--- src/rtl/demux_pkg.sv ---
// Shared constants and slot state type for the 1-to-4 stream demultiplexer.
package demux_pkg;
  localparam int N_OUT = 4;
  localparam int SEL_W = 2;
  localparam int CNT_W = 8;

  typedef enum logic {EMPTY = 1'b0, FULL = 1'b1} slot_state_t;
endpackage

--- src/rtl/demux_slot.sv ---
// One output channel: single-entry holding slot with valid/ready drain.
// Delivery counter present only when DEMUX_CNT_EN is defined.
module demux_slot
  import demux_pkg::*;
#(
  parameter int DW = 8
) (
  input  logic          clk,
  input  logic          rst,
  input  logic          load,
  input  logic [DW-1:0] load_data,
  input  logic          drain_ready,
  output logic          valid,
  output logic [DW-1:0] data
`ifdef DEMUX_CNT_EN
  ,
  output logic [CNT_W-1:0] cnt
`endif
);

  slot_state_t state;
  logic        drain;

  assign valid = (state == FULL);
  assign drain = valid && drain_ready;

  // load is only raised when the slot is empty or draining this cycle,
  // so it always wins over drain.
  always_ff @(posedge clk) begin
    if (rst) begin
      state <= EMPTY;
      data  <= '0;
    end else if (load) begin
      state <= FULL;
      data  <= load_data;
    end else if (drain) begin
      state <= EMPTY;
    end
  end

`ifdef DEMUX_CNT_EN
  always_ff @(posedge clk) begin
    if (rst)        cnt <= '0;
    else if (drain) cnt <= cnt + 1'b1;
  end
`endif

endmodule

--- src/rtl/demux1to4_stream.sv ---
// Registered 1-to-4 stream demux: each word is steered by in_sel into that
// channel's slot. Optional per-channel delivery counters via DEMUX_CNT_EN.
module demux1to4_stream
  import demux_pkg::*;
#(
  parameter int DW = 8
) (
  input  logic                   clk,
  input  logic                   rst,
  input  logic                   in_valid,
  output logic                   in_ready,
  input  logic [DW-1:0]          in_data,
  input  logic [SEL_W-1:0]       in_sel,
  output logic [N_OUT-1:0]       out_valid,
  input  logic [N_OUT-1:0]       out_ready,
  output logic [N_OUT*DW-1:0]    out_data
`ifdef DEMUX_CNT_EN
  ,
  output logic [N_OUT*CNT_W-1:0] out_cnt
`endif
);

  logic [N_OUT-1:0] load;

  // A full slot that drains this cycle can take the next word immediately.
  assign in_ready = !out_valid[in_sel] || out_ready[in_sel];

  for (genvar k = 0; k < N_OUT; k++) begin : g_slot
    assign load[k] = in_valid && in_ready && (in_sel == SEL_W'(k));

    demux_slot #(.DW(DW)) u_slot (
      .clk         (clk),
      .rst         (rst),
      .load        (load[k]),
      .load_data   (in_data),
      .drain_ready (out_ready[k]),
      .valid       (out_valid[k]),
      .data        (out_data[k*DW +: DW])
`ifdef DEMUX_CNT_EN
      ,
      .cnt         (out_cnt[k*CNT_W +: CNT_W])
`endif
    );
  end

endmodule
--- config.mk ---
export PLATFORM = sky130hd
export DESIGN_NAME = demux1to4_stream
export DESIGN_NICKNAME = d
export VERILOG_FILES = /design/src/rtl/demux_pkg.sv /design/src/rtl/demux_slot.sv /design/src/rtl/demux1to4_stream.sv
export SDC_FILE = /design/constraint.sdc
export NUM_CORES = 1
export LEC_CHECK = 0
export ABC_AREA = 1
export BUFFER_PORTS_ARGS = -buffer_cell sky130_fd_sc_hd__clkbuf_2
export CORE_ASPECT_RATIO = 0.75
export CORE_MARGIN = 8
export CORE_UTILIZATION = 40
export DETAILED_ROUTE_END_ITERATION = 10
export PLACE_DENSITY = 0.74
export RECOVER_POWER = 25
export REMOVE_ABC_BUFFERS = 1
export SYNTH_ARGS = -nofsm -noshare
export SYNTH_HDL_FRONTEND = slang
export SYNTH_HIERARCHICAL = 1
export SYNTH_SLANG_ARGS = --single-unit
--- constraint.sdc ---
create_clock -name clk -period 1.3 [get_ports clk]
set_clock_uncertainty 0.05 [all_clocks]
set_input_delay 0.13 -clock clk [delete_from_list [all_inputs] [get_ports clk]]
set_output_delay 0.13 -clock clk [all_outputs]
set_load 0.01 [all_outputs]
==> results of run 1 <==
critical path, delay by kind of cell, from the launching register on:
family                 cells  cell delay, ps
DFF                        1             330
and+or+nand+nor            5             310
buffers and inverters      2             230
timing repair:
| action | in CTS | in global routing |
|---|---|---|
| resized for setup | 11 | 63 |
| pin swaps | 1 | 27 |
| setup endpoints to repair | 33 | 36 |
cells in the mapped netlist, drive strengths merged:
cell type / instances / share of area (%)
nor2: 70 / 20
dfxtp: 36 / 53
nand2: 21 / 6.2
inv: 15 / 4.2
a21oi: 4 / 2.6
nand3: 3 / 1.1
o21ai: 32 / 12
buf: 1 / 0.83
sequential cells by signal, summed over array words and instances (netlist names):
name and count:
g_slot.u_slot/data 32, g_slot.u_slot/valid 4
metrics by stage:
step / TNS, ps / instance area [um2] / hold slack, ps / utilization (%)
detailed placement: -1614 / 1722 / 360.9 / 52.72
floorplan: -4399 / 1339 / 142.4 / -
global placement: -1109 / 1722 / 362.7 / 52.72
CTS: -421.5 / 1844 / 44.13 / 56.48
global route: -2699 / 1962 / 62.57 / 60.08
finish: -35.27 / 1962 / 51.87 / 60.08
power groups by stage:
stage          registers (mW)  logic [mW]  clock network (mW)
3_3_place_gp             1.21       0.284                   0
5_1_grt                  1.21       0.369                1.01
6_report                 1.20       0.335               0.950
4_1_cts                  1.19       0.293               0.978
2_1_floorplan            1.24       0.105                   0
3_5_place_dp             1.22       0.288                   0
final cells by class:
cell class | instances | area share, %
multi-input combinational | 130 | 34.31
timing repair buffer | 62 | 17.67
clock buffer | 6 | 3.699
clock inverter | 2 | 1.786
inverter | 15 | 2.997
tap | 40 | 2.551
sequential | 36 | 36.99
routing by layer:
layer  up-vias  routed length, um
li1        724                  -
met1       638               1888
met2        49               1853
met3         6                265
met4         0                 55
met5         -                  0
worst max path at each step:
stage	to	slack (ps)	cells after the start
after floorplan	g_slot[2].u_slot/data[7]	-130	10
after global placement	g_slot[1].u_slot/data[1]	-70	12
after detailed placement	g_slot[1].u_slot/data[3]	-100	12
after CTS	in_ready	-50	7
after global routing	in_ready	-100	7
final	in_ready	-30	7
kinds of logic after synthesis:
kind of cell           share of synthesized area, %
AOI/OAI and AO/OA                             14.46
DFF                                           53.38
buffers and inverters                         5.004
and+or+nand+nor                               27.15
==> results by group, run 1 <==
Floorplan
  – Die Y-Extent: around 66 um
  – Die area: 5509 um2
  – Die Span X: 83.09 um
  – Initial Util: approximately two fifths
  – Rows: 18
  – I/O pins: 54
  – Core region area: between 3000 and 4000 um2

Job
  – Maxcap violations: 0

Power
  – Clk pwr share: between 30% and 40%
  – Switching share of power: between 20% and 30%
  – PD cells: between 1000 and 1500 nW/um2
  – Static Leakage: about 0.95 nW
  – Comb power frac: a little over an eighth
  – Power Total: between 2 and 2.5 mW
  – Internal power: 1.860 mW
  – VDD IR max: 0.6289 mV
  – Switching pwr: 625.8 uW
  – Sequential fraction of design power: between 40% and 50%

Timing
  – RSZ-0062 raised after global routing: true
  – Slew HR: about three quarters
  – Worst Tran Pin Value: 387.5 ps
  – Fin. Hold Viols: 0
  – Number of setup violations in the final report: 4
  – Min Tclk post-route: about 1300 ps
  – Final period utilization: 102.2%
  – F_max: roughly 750 MHz
  – Setup slack after layout: -28.47 ps
  – Max-slew violations: 0

Worst setup path
  – WS Path Type: reg -> out
  – Crit start category: register
  – R2R Path End: g_slot[3].u_slot/data[6]
  – Crit path cell chain: nand2_1 > nand2_1 > nand2_1 > nand2_1 > nand2_2 > buf_6 > buf_6
  – Critical-path maximum fanout: 2
  – Required time worst endpoint: 1120 ps
  – Crit path top cell by count: nand2_1
  – Slowest cell on crit path: dfxtp_2
  – CP arrival: roughly 1200 ps
  – R2R setup slack: 0 ps
  – RR Startpoint: g_slot[0].u_slot/valid
  – Cells on worst reg2reg path: 10
  – CP max stage delay: between 300 and 400 ps
  – Critical Path Sink Type: output pin
  – CP Launch Point: g_slot[2].u_slot/valid

Synthesis
  – Yosys reg bits: 36
  – Mean Syn Cell Area: between 7 and 8 um2
  – Syn Std Cell Area: roughly 1400 um2
  – Count of different cell masters after synthesis: 11
  – Cells after Synth: 182
  – Seq/Total Area, Yosys: a little over half
  – Syn. warnings: 6

Finish
  – Layout cells sized above 1: approximately two fifths
  – Most common cell after layout, fill and taps aside: nor2_1
  – Non-Filler Instances: 291
  – Fillers: ~320
  – Synth-to-Final Area Change: 45.32%
  – Multi-input gate area: roughly 670 um2
  – Commonest cells after routing, fill and taps aside: 62 x nor2_1, 43 x clkbuf_2, 32 x dfxtp_1
  – FF+latch area: roughly 730 um2
  – Final net count: about 270
  – N_diodes: 0

Status
  – Failing checks: negative setup slack
  – Status: complete, but fails checks

Min path
  – Worst Hold Depth: 4
  – Hold_sp: out_ready[2]
  – Hold endpoint: g_slot[2].u_slot/valid
  – Hold Crit Class: in -> reg

Clock network
  – Clock root buffer: clkbuf_8
  – Reg clk slew, reported paths: 70 ps
  – Clk Latency, worst-skew pair: ~290 ps
  – Longest Clk Path Bufs: 2
  – Hold_buf cts: 0
  – Clock sink total: 36
  – H-tree depth: 2
  – TritonCTS clock tree: built
  – Post CTS Setup Buffer Count: 0
  – CTS Buf Count: 5

Place
  – GP Congestion: between 0.8 and 0.9
  – Place WS: -96.87 ps
  – Detailed Place HPWL: slightly below 3000 um
  – Dpl cells: ~280
  – I/O Buffers: 53

Global route
  – Global-route met2 utilization: between 20% and 30%
  – First-pass GRT wire length: 6168 um
  – Initial antenna violation count: 0
  – Most Crowded Layer GR: met2
  – Congestion Overflow GR: 0
  – Met1 usage: between 10% and 20%
  – Largest net degree at the start of global routing: 12
  – Vias in the first global route: between 1000 and 1500
  – Grt met3 use: approximately 6.2%
  – Total GRT Usage: approximately 14%

Route
  – Total Routed Length: between 4000 and 5000 um
  – DRT Pass-1 Iters: 4
  – Vias: around 1400
  – WL per Instance: 13.96 um
  – Number of nets with antenna violations after detailed routing: 0
  – Detailed Route Iter0 Violations: 51
  – Drt drc: 0
  – Vias per inst: between 4 and 5
No activity file was read; power rests on OpenSTA's default activity.
==> run 2: changes to the inputs <==
- CORE_UTILIZATION: 40 -> 42
- REMOVE_ABC_BUFFERS: 1 -> not set
==> results by group, run 2 (same netlist as run 1, synthesis figures left out) <==
Status
  – Status: complete, but fails checks (unchanged)
  – Failing checks: negative setup slack (unchanged)

Timing
  – F_max: 748.5 MHz (was 752.7 MHz)
  – Final period utilization: 102.8% (was 102.2%)
  – Max-slew violations: 0 (unchanged)
  – Worst Tran Pin Value: 333.8 ps (was 387.5 ps)
  – Setup slack after layout: -35.99 ps (was -28.47 ps)
  – Worst hold margin: 54.64 ps (was 51.87 ps)
  – RSZ-0062 raised after global routing: true (unchanged)
  – Number of setup violations in the final report: 9 (was 4)
  – Slew HR: 77.72% (was 74.14%)
  – Min Tclk post-route: 1336 ps (was 1328 ps)
  – Fin. Hold Viols: 0 (unchanged)

Finish
  – Final core utilization: 65.75% (was 60.08%)
  – Fillers: 269 (was 319)
  – Most common cell after layout, fill and taps aside: nor2_1 (unchanged)
  – Multi-input gate area: 644.4 um2 (was 673.1 um2)
  – N_diodes: 0 (unchanged)
  – Commonest cells after routing, fill and taps aside: 63 x nor2_1, 43 x clkbuf_2, 32 x dfxtp_1 (was 62 x nor2_1, 43 x clkbuf_2, 32 x dfxtp_1)
  – Largest register FFs: 32 (unchanged)
  – Layout cells sized above 1: 40.23% (was 41.04%)
  – FF+latch area: 725.7 um2 (unchanged)
  – Design area: 1972 um2 (was 1962 um2)
  – Final net count: 272 (was 267)
  – Synth-to-Final Area Change: 46.06% (was 45.32%)
  – Biggest register: g_slot.u_slot/data (unchanged)

Power
  – Sequential fraction of design power: 47.9% (was 48.3%)
  – Internal power: 1.861 mW (was 1.860 mW)
  – Power Total: 2.503 mW (was 2.486 mW)
  – VDD IR max: 0.6676 mV (was 0.6289 mV)
  – Switching pwr: 642.4 uW (was 625.8 uW)
  – Switching share of power: 25.66% (was 25.17%)
  – Comb power frac: 13.3% (was 13.5%)
  – Static Leakage: 0.9762 nW (was 0.9522 nW)
  – PD cells: 1270 nW/um2 (was 1267 nW/um2)
  – Clk pwr share: 38.9% (was 38.2%)

Global route
  – Total GRT Usage: 14.91% (was 14.33%)
  – Largest net degree at the start of global routing: 13 (was 12)
  – First-pass GRT wire length: 6182 um (was 6168 um)
  – Initial antenna violation count: 0 (unchanged)
  – Vias in the first global route: 1319 (was 1366)
  – Congestion Overflow GR: 0 (unchanged)

Floorplan
  – Die Y-Extent: 65.10 um (was 66.31 um)
  – I/O pins: 54 (unchanged)
  – Die Span X: 81.47 um (was 83.09 um)
  – Rows: 17 (was 18)
  – Core region area: 2999 um2 (was 3266 um2)
  – Initial Util: 45.01% (was 41.34%)
  – Die area: 5303 um2 (was 5509 um2)

Clock network
  – Clk Latency, worst-skew pair: 290 ps (about the same)
  – H-tree depth: 2 (unchanged)
  – Longest Clk Path Bufs: 2 (unchanged)
  – Clock sink total: 36 (unchanged)
  – CTS Buf Count: 5 (unchanged)
  – Reg clk slew, reported paths: 70 ps (about the same)
  – TritonCTS clock tree: built (unchanged)
  – Clock root buffer: clkbuf_8 (unchanged)

Route
  – Vias per inst: 4.837 (was 4.869)
  – DRT Pass-1 Iters: 4 (unchanged)
  – Detailed Route Iter0 Violations: 79 (was 51)
  – WL per Instance: 13.48 um (was 13.96 um)
  – Vias: 1422 (was 1417)
  – Drt drc: 0 (unchanged)
  – Number of nets with antenna violations after detailed routing: 0 (unchanged)
  – Total Routed Length: 3962 um (was 4063 um)

Min path
  – Hold Crit Class: in -> reg (unchanged)

Job
  – Maxcap violations: 0 (unchanged)

Worst setup path
  – Critical Path Sink Type: output pin (unchanged)
  – Crit start category: register (unchanged)
  – Critical-path maximum fanout: 2 (unchanged)
  – CP arrival: 1160 ps (was 1150 ps)
  – Required time worst endpoint: 1120 ps (about the same)
  – WS Path Type: reg -> out (unchanged)

Synthesis
  – Syn Nets: a little under 200

Place
  – I/O Buffers: 53 (unchanged)
  – Post-placement cell area: 1744 um2 (was 1722 um2)
  – GP Congestion: 0.9004 (was 0.8116)
  – Detailed Place HPWL: 2855 um (was 2950 um)
## run 2: cell types whose count changed in the layout (fill, tap and decap cells not counted)
cell | previous run | this run
o21ai_1 | 13 | 17
o21ai_0 | 0 | 3
clkinvlp_4 | 0 | 1
buf_4 | 4 | 9
nand2_2 | 1 | 3
o21ai_2 | 19 | 12
nor2_1 | 62 | 63
nor2_4 | 4 | 3
clkbuf_1 | 10 | 9
nand2_1 | 19 | 17
## run 2: final cells by class
cell class,instances,area share (%)
clock buffer,5,3.490
timing repair buffer,67,19.48
sequential,36,36.80
multi-input combinational,130,32.68
tap,38,2.411
inverter,15,2.982
clock inverter,3,2.157
## run 2: path summary, 6_finish.rpt
path / startpoint / endpoint / slack [ps] / cells after the start
min reg2reg: g_slot[1].u_slot/data[0] / g_slot[1].u_slot/data[0] / 440 / 2
min: out_ready[1] / g_slot[1].u_slot/valid / 50 / 4
max reg2reg: g_slot[1].u_slot/valid / g_slot[3].u_slot/data[7] / -20 / 10
max: g_slot[1].u_slot/valid / in_ready / -40 / 7
## run 2: power by group through the flow
stage | logic (mW) | registers (mW) | clock network [mW]
floorplan | 0.114 | 1.24 | 0
global placement | 0.289 | 1.22 | 0
detailed placement | 0.293 | 1.21 | 0
CTS | 0.305 | 1.19 | 0.989
global route | 0.366 | 1.20 | 1.04
finish | 0.332 | 1.20 | 0.974
## run 2: routing by layer
layer,part of all wire (%),GRT usage (%),vias to the layer above
met3,12,5.978,5
met1,44,20.53,641
met5,0,0,-
met4,0.73,4.000,0
li1,-,-,723
met2,43,20.81,53
## run 2: worst max-delay path, stage by stage (launching register included)
cell	delay, ps
dfxtp_2	340
nand2_1	60
nand2_1	60
nand2_1	40
nand2_1	70
nand2_2	70
buf_6	120
buf_6	110
## run 2: through the flow
step                TNS [ps]  instances  setup slack (ps)
floorplan              -1362        182            -42.59
global placement       -1519        283            -67.73
detailed placement     -2879        283            -118.5
CTS                   -27.16        292            -27.16
global route           -3009        294            -116.1
finish                -114.3        294            -35.99
## run 2: timing repair
item | CTS | global route
setup buffers | 1 | 2
setup endpoints to repair | 33 | 36
cloned | 0 | 0
hold buffers | 0 | 0
gates resized for setup | 16 | 43
pin swaps | 5 | 14
==> run 3: changes to the inputs <==
- ABC_AREA: 1 -> not set
- PLACE_DENSITY: 0.74 -> 0.73
==> results by group, run 3 <==
Status
  – Status: complete, but fails checks (unchanged)
  – Failing checks: negative setup slack (unchanged)

Worst setup path
  – CP max stage delay: 450 ps (was 340 ps)
  – Slowest cell on crit path: mux4_2 (was dfxtp_2)
  – Cells on worst reg2reg path: 5 (was 10)
  – Crit path cell chain: nand2b_1 > mux4_2 > clkbuf_2 (was nand2_1 > nand2_1 > nand2_1 > nand2_1 > nand2_2 > buf_6 > buf_6)
  – CP Depth: 3 (was 7)
  – R2R Path End: g_slot[0].u_slot/data[0] (was g_slot[3].u_slot/data[7])
  – Family with the most delay on the worst path: multiplexers (was flip-flops)
  – CP Launch Point: g_slot[0].u_slot/valid (was g_slot[1].u_slot/valid)
  – Critical-path maximum fanout: 2 (unchanged)
  – Required time worst endpoint: 1120 ps (about the same)
  – CP Buf/Inv Count: 1 (was 2)
  – Critical Path Sink Type: output pin (unchanged)
  – RR Startpoint: g_slot[0].u_slot/valid (was g_slot[1].u_slot/valid)
  – CP arrival: 1290 ps (was 1160 ps)
  – Crit start category: register (unchanged)
  – R2R setup slack: 0 ps (was -20 ps)
  – WS Path Type: reg -> out (unchanged)

Synthesis
  – EDFF count, synth: 0 (unchanged)
  – Top cells by area, synth: dfxtp_1 52%, mux2i_1 23%, nor2_1 8.7% (was dfxtp_1 53%, nor2_1 19%, o21ai_0 12%)
  – Syn Std Cell Area: 1388 um2 (was 1350 um2)
  – Count of different cell masters after synthesis: 13 (was 11)
  – Mean Syn Cell Area: 10.76 um2 (was 7.418 um2)
  – Most numerous cell in the Yosys netlist: dfxtp_1 (was nor2_1)
  – Post-synth ARST share: 0% (unchanged)
  – Cell taking the most area after synthesis: dfxtp_1 (unchanged)
  – Yosys reg bits: 36 (unchanged)
  – Syn. warnings: 6 (unchanged)
  – Syn Nets: 146 (was 199)
  – Seq/Total Area, Yosys: 51.94% (was 53.38%)
  – Synth top cells by count: 36 x dfxtp_1, 32 x mux2i_1, 32 x nor2_1 (was 68 x nor2_1, 36 x dfxtp_1, 32 x o21ai_0)
  – Synth top area share: 51.94% (was 53.38%)
  – Cells after Synth: 129 (was 182)
  – Synth Flop Type: dfxtp_1 (unchanged)

Route
  – Vias per inst: 4.849 (was 4.837)
  – Drt drc: 0 (unchanged)
  – Vias: 1125 (was 1422)
  – DRT Pass-1 Iters: 4 (unchanged)
  – Detailed Route Iter0 Violations: 50 (was 79)
  – Total Routed Length: 3490 um (was 3962 um)
  – WL per Instance: 15.04 um (was 13.48 um)
  – Number of nets with antenna violations after detailed routing: 0 (unchanged)

Timing
  – Setup slack after layout: -166.9 ps (was -35.99 ps)
  – F_max: 681.7 MHz (was 748.5 MHz)
  – Final period utilization: 112.8% (was 102.8%)
  – Min Tclk post-route: 1467 ps (was 1336 ps)
  – Slew HR: 76.52% (was 77.72%)
  – Max-slew violations: 0 (unchanged)
  – Number of setup violations in the final report: 2 (was 9)
  – Worst Tran Pin Value: 352.2 ps (was 333.8 ps)
  – Worst hold margin: 79.74 ps (was 54.64 ps)
  – RSZ-0062 raised after global routing: true (unchanged)
  – Fin. Hold Viols: 0 (unchanged)
  – Final setup TNS: -170.0 ps (was -114.3 ps)

Finish
  – Commonest cells after routing, fill and taps aside: 38 x clkbuf_2, 32 x mux2i_1, 32 x nor2_1, 32 x dfxtp_1, 15 x clkbuf_1 (was 63 x nor2_1, 43 x clkbuf_2, 32 x dfxtp_1)
  – Layout cells sized above 1: 33.85% (was 40.23%)
  – Most common cell after layout, fill and taps aside: clkbuf_2 (was nor2_1)
  – Final net count: 208 (was 272)
  – N_diodes: 0 (unchanged)
  – Biggest register: g_slot.u_slot/data (unchanged)
  – Final core utilization: 58.47% (was 65.75%)
  – Largest register FFs: 32 (unchanged)
  – Synth-to-Final Area Change: 35.71% (was 46.06%)

Power
  – PD cells: 1312 nW/um2 (was 1270 nW/um2)
  – Comb power frac: 10.2% (was 13.3%)
  – Power Total: 2.471 mW (was 2.503 mW)
  – VDD IR max: 0.8063 mV (was 0.6676 mV)
  – Switching share of power: 21.51% (was 25.66%)
  – Switching pwr: 531.6 uW (was 642.4 uW)
  – Internal power: 1.939 mW (was 1.861 mW)
  – Static Leakage: 0.8025 nW (was 0.9762 nW)
  – Sequential fraction of design power: 47.1% (was 47.9%)
  – Clk pwr share: 42.7% (was 38.9%)

Floorplan
  – Rows: 18 (was 17)
  – I/O pins: 54 (unchanged)
  – Initial Util: 43.08% (was 45.01%)
  – Core region area: 3221 um2 (was 2999 um2)
  – Die Y-Extent: 65.78 um (was 65.10 um)
  – Die area: 5418 um2 (was 5303 um2)
  – Die Span X: 82.37 um (was 81.47 um)

Place
  – Detailed Place HPWL: 2645 um (was 2855 um)
  – I/O Buffers: 53 (unchanged)
  – GP Congestion: 0.7549 (was 0.9004)

Min path
  – Hold endpoint: g_slot[1].u_slot/valid (unchanged)
  – Hold Crit Class: in -> reg (unchanged)
  – Hold_sp: out_ready[1] (unchanged)
  – Worst Hold Depth: 3 (was 4)

Global route
  – Congestion Overflow GR: 0 (unchanged)
  – Largest net degree at the start of global routing: 37 (was 13)
  – Vias in the first global route: 1155 (was 1319)
  – Total GRT Usage: 12.84% (was 14.91%)
  – Initial antenna violation count: 0 (unchanged)
  – First-pass GRT wire length: 5347 um (was 6182 um)

Clock network
  – TritonCTS clock tree: built (unchanged)
  – CTS Buf Count: 5 (unchanged)
  – Longest Clk Path Bufs: 2 (unchanged)
  – H-tree depth: 2 (unchanged)
  – Clock sink total: 36 (unchanged)
  – Clock root buffer: clkbuf_8 (unchanged)
  – Clk Latency, worst-skew pair: 280 ps (was 290 ps)
  – Reg clk slew, reported paths: 70 ps (about the same)

Job
  – Maxcap violations: 0 (unchanged)
==> run 3: cell types whose count changed after synthesis, moves of 3 or more <==
cell and change:
mux2i_1 +32, nand3_1 -3, nand2b_1 +6, a21oi_2 -4, a21oi_1 +4, clkbuf_2 +4
nor2_1 -36, inv_2 -6, inv_1 -5, nand2_1 -19, o21ai_0 -32, buf_6 +3
==> run 3: through the flow <==
step	instance area [um2]	setup WS [ps]	std cells
after floorplan	1388	58.42	129
after global placement	1719	49.41	219
after detailed placement	1719	-34.97	219
after CTS	1901	-174.1	232
after global routing	1883	-203.9	232
final	1883	-166.9	232
==> run 3: metal layers <==
| layer | vias to the layer above | share of wire (%) | routed length [um] | track usage (%) |
|---|---|---|---|---|
| met5 | - | 0 | 0 | 0 |
| met1 | 523 | 45 | 1585 | 15.53 |
| met4 | 0 | 0.97 | 34 | 5.240 |
| li1 | 552 | - | - | - |
| met3 | 3 | 11 | 388 | 5.978 |
| met2 | 47 | 42 | 1481 | 19.12 |
==> run 3: cell type report <==
class                      count  area [um2]
timing repair buffer          63       362.8
clock buffer                   7       96.34
clock inverter                 1       30.03
multi-input combinational     81       603.1
tap                           40       50.05
inverter                       4       15.01
fill                         287        1338
sequential                    36       725.7
==> run 3: cells by family after synthesis <==
| logic type | share of synthesized area, % |
|---|---|
| and+or+nand+nor | 16.14 |
| DFF | 51.94 |
| AOI/OAI and AO/OA | 1.443 |
| buffers and inverters | 5.770 |
| muxes | 24.71 |
==> run 3: how the worst max path moves through the flow <==
stage / to
floorplan: g_slot[0].u_slot/data[0]
detailed placement: g_slot[0].u_slot/data[1]
global route: in_ready
global placement: g_slot[0].u_slot/data[1]
finish: in_ready
CTS: in_ready
==> run 3: power groups by stage <==
stage / sequential [mW] / clock [mW] / combinational (mW)
3_5_place_dp: 1.19 / 0 / 0.243
3_3_place_gp: 1.19 / 0 / 0.237
2_1_floorplan: 1.20 / 0 / 0.116
6_report: 1.16 / 1.05 / 0.252
5_1_grt: 1.17 / 1.13 / 0.274
4_1_cts: 1.16 / 1.08 / 0.258
==> run 3: what timing repair did <==
item	4_1_cts	5_1_grt
setup buffers	4	0
hold buffers	0	0
endpoints found under the setup margin	9	11
gates resized for setup	8	1
gates cloned	1	0
==> run 3: worst min-delay path: cells and delay by family <==
kind / cells / cell delay (ps)
AOI/OAI and AO/OA: 1 / 60
buffers and inverters: 1 / 90
and+or+nand+nor: 1 / 90
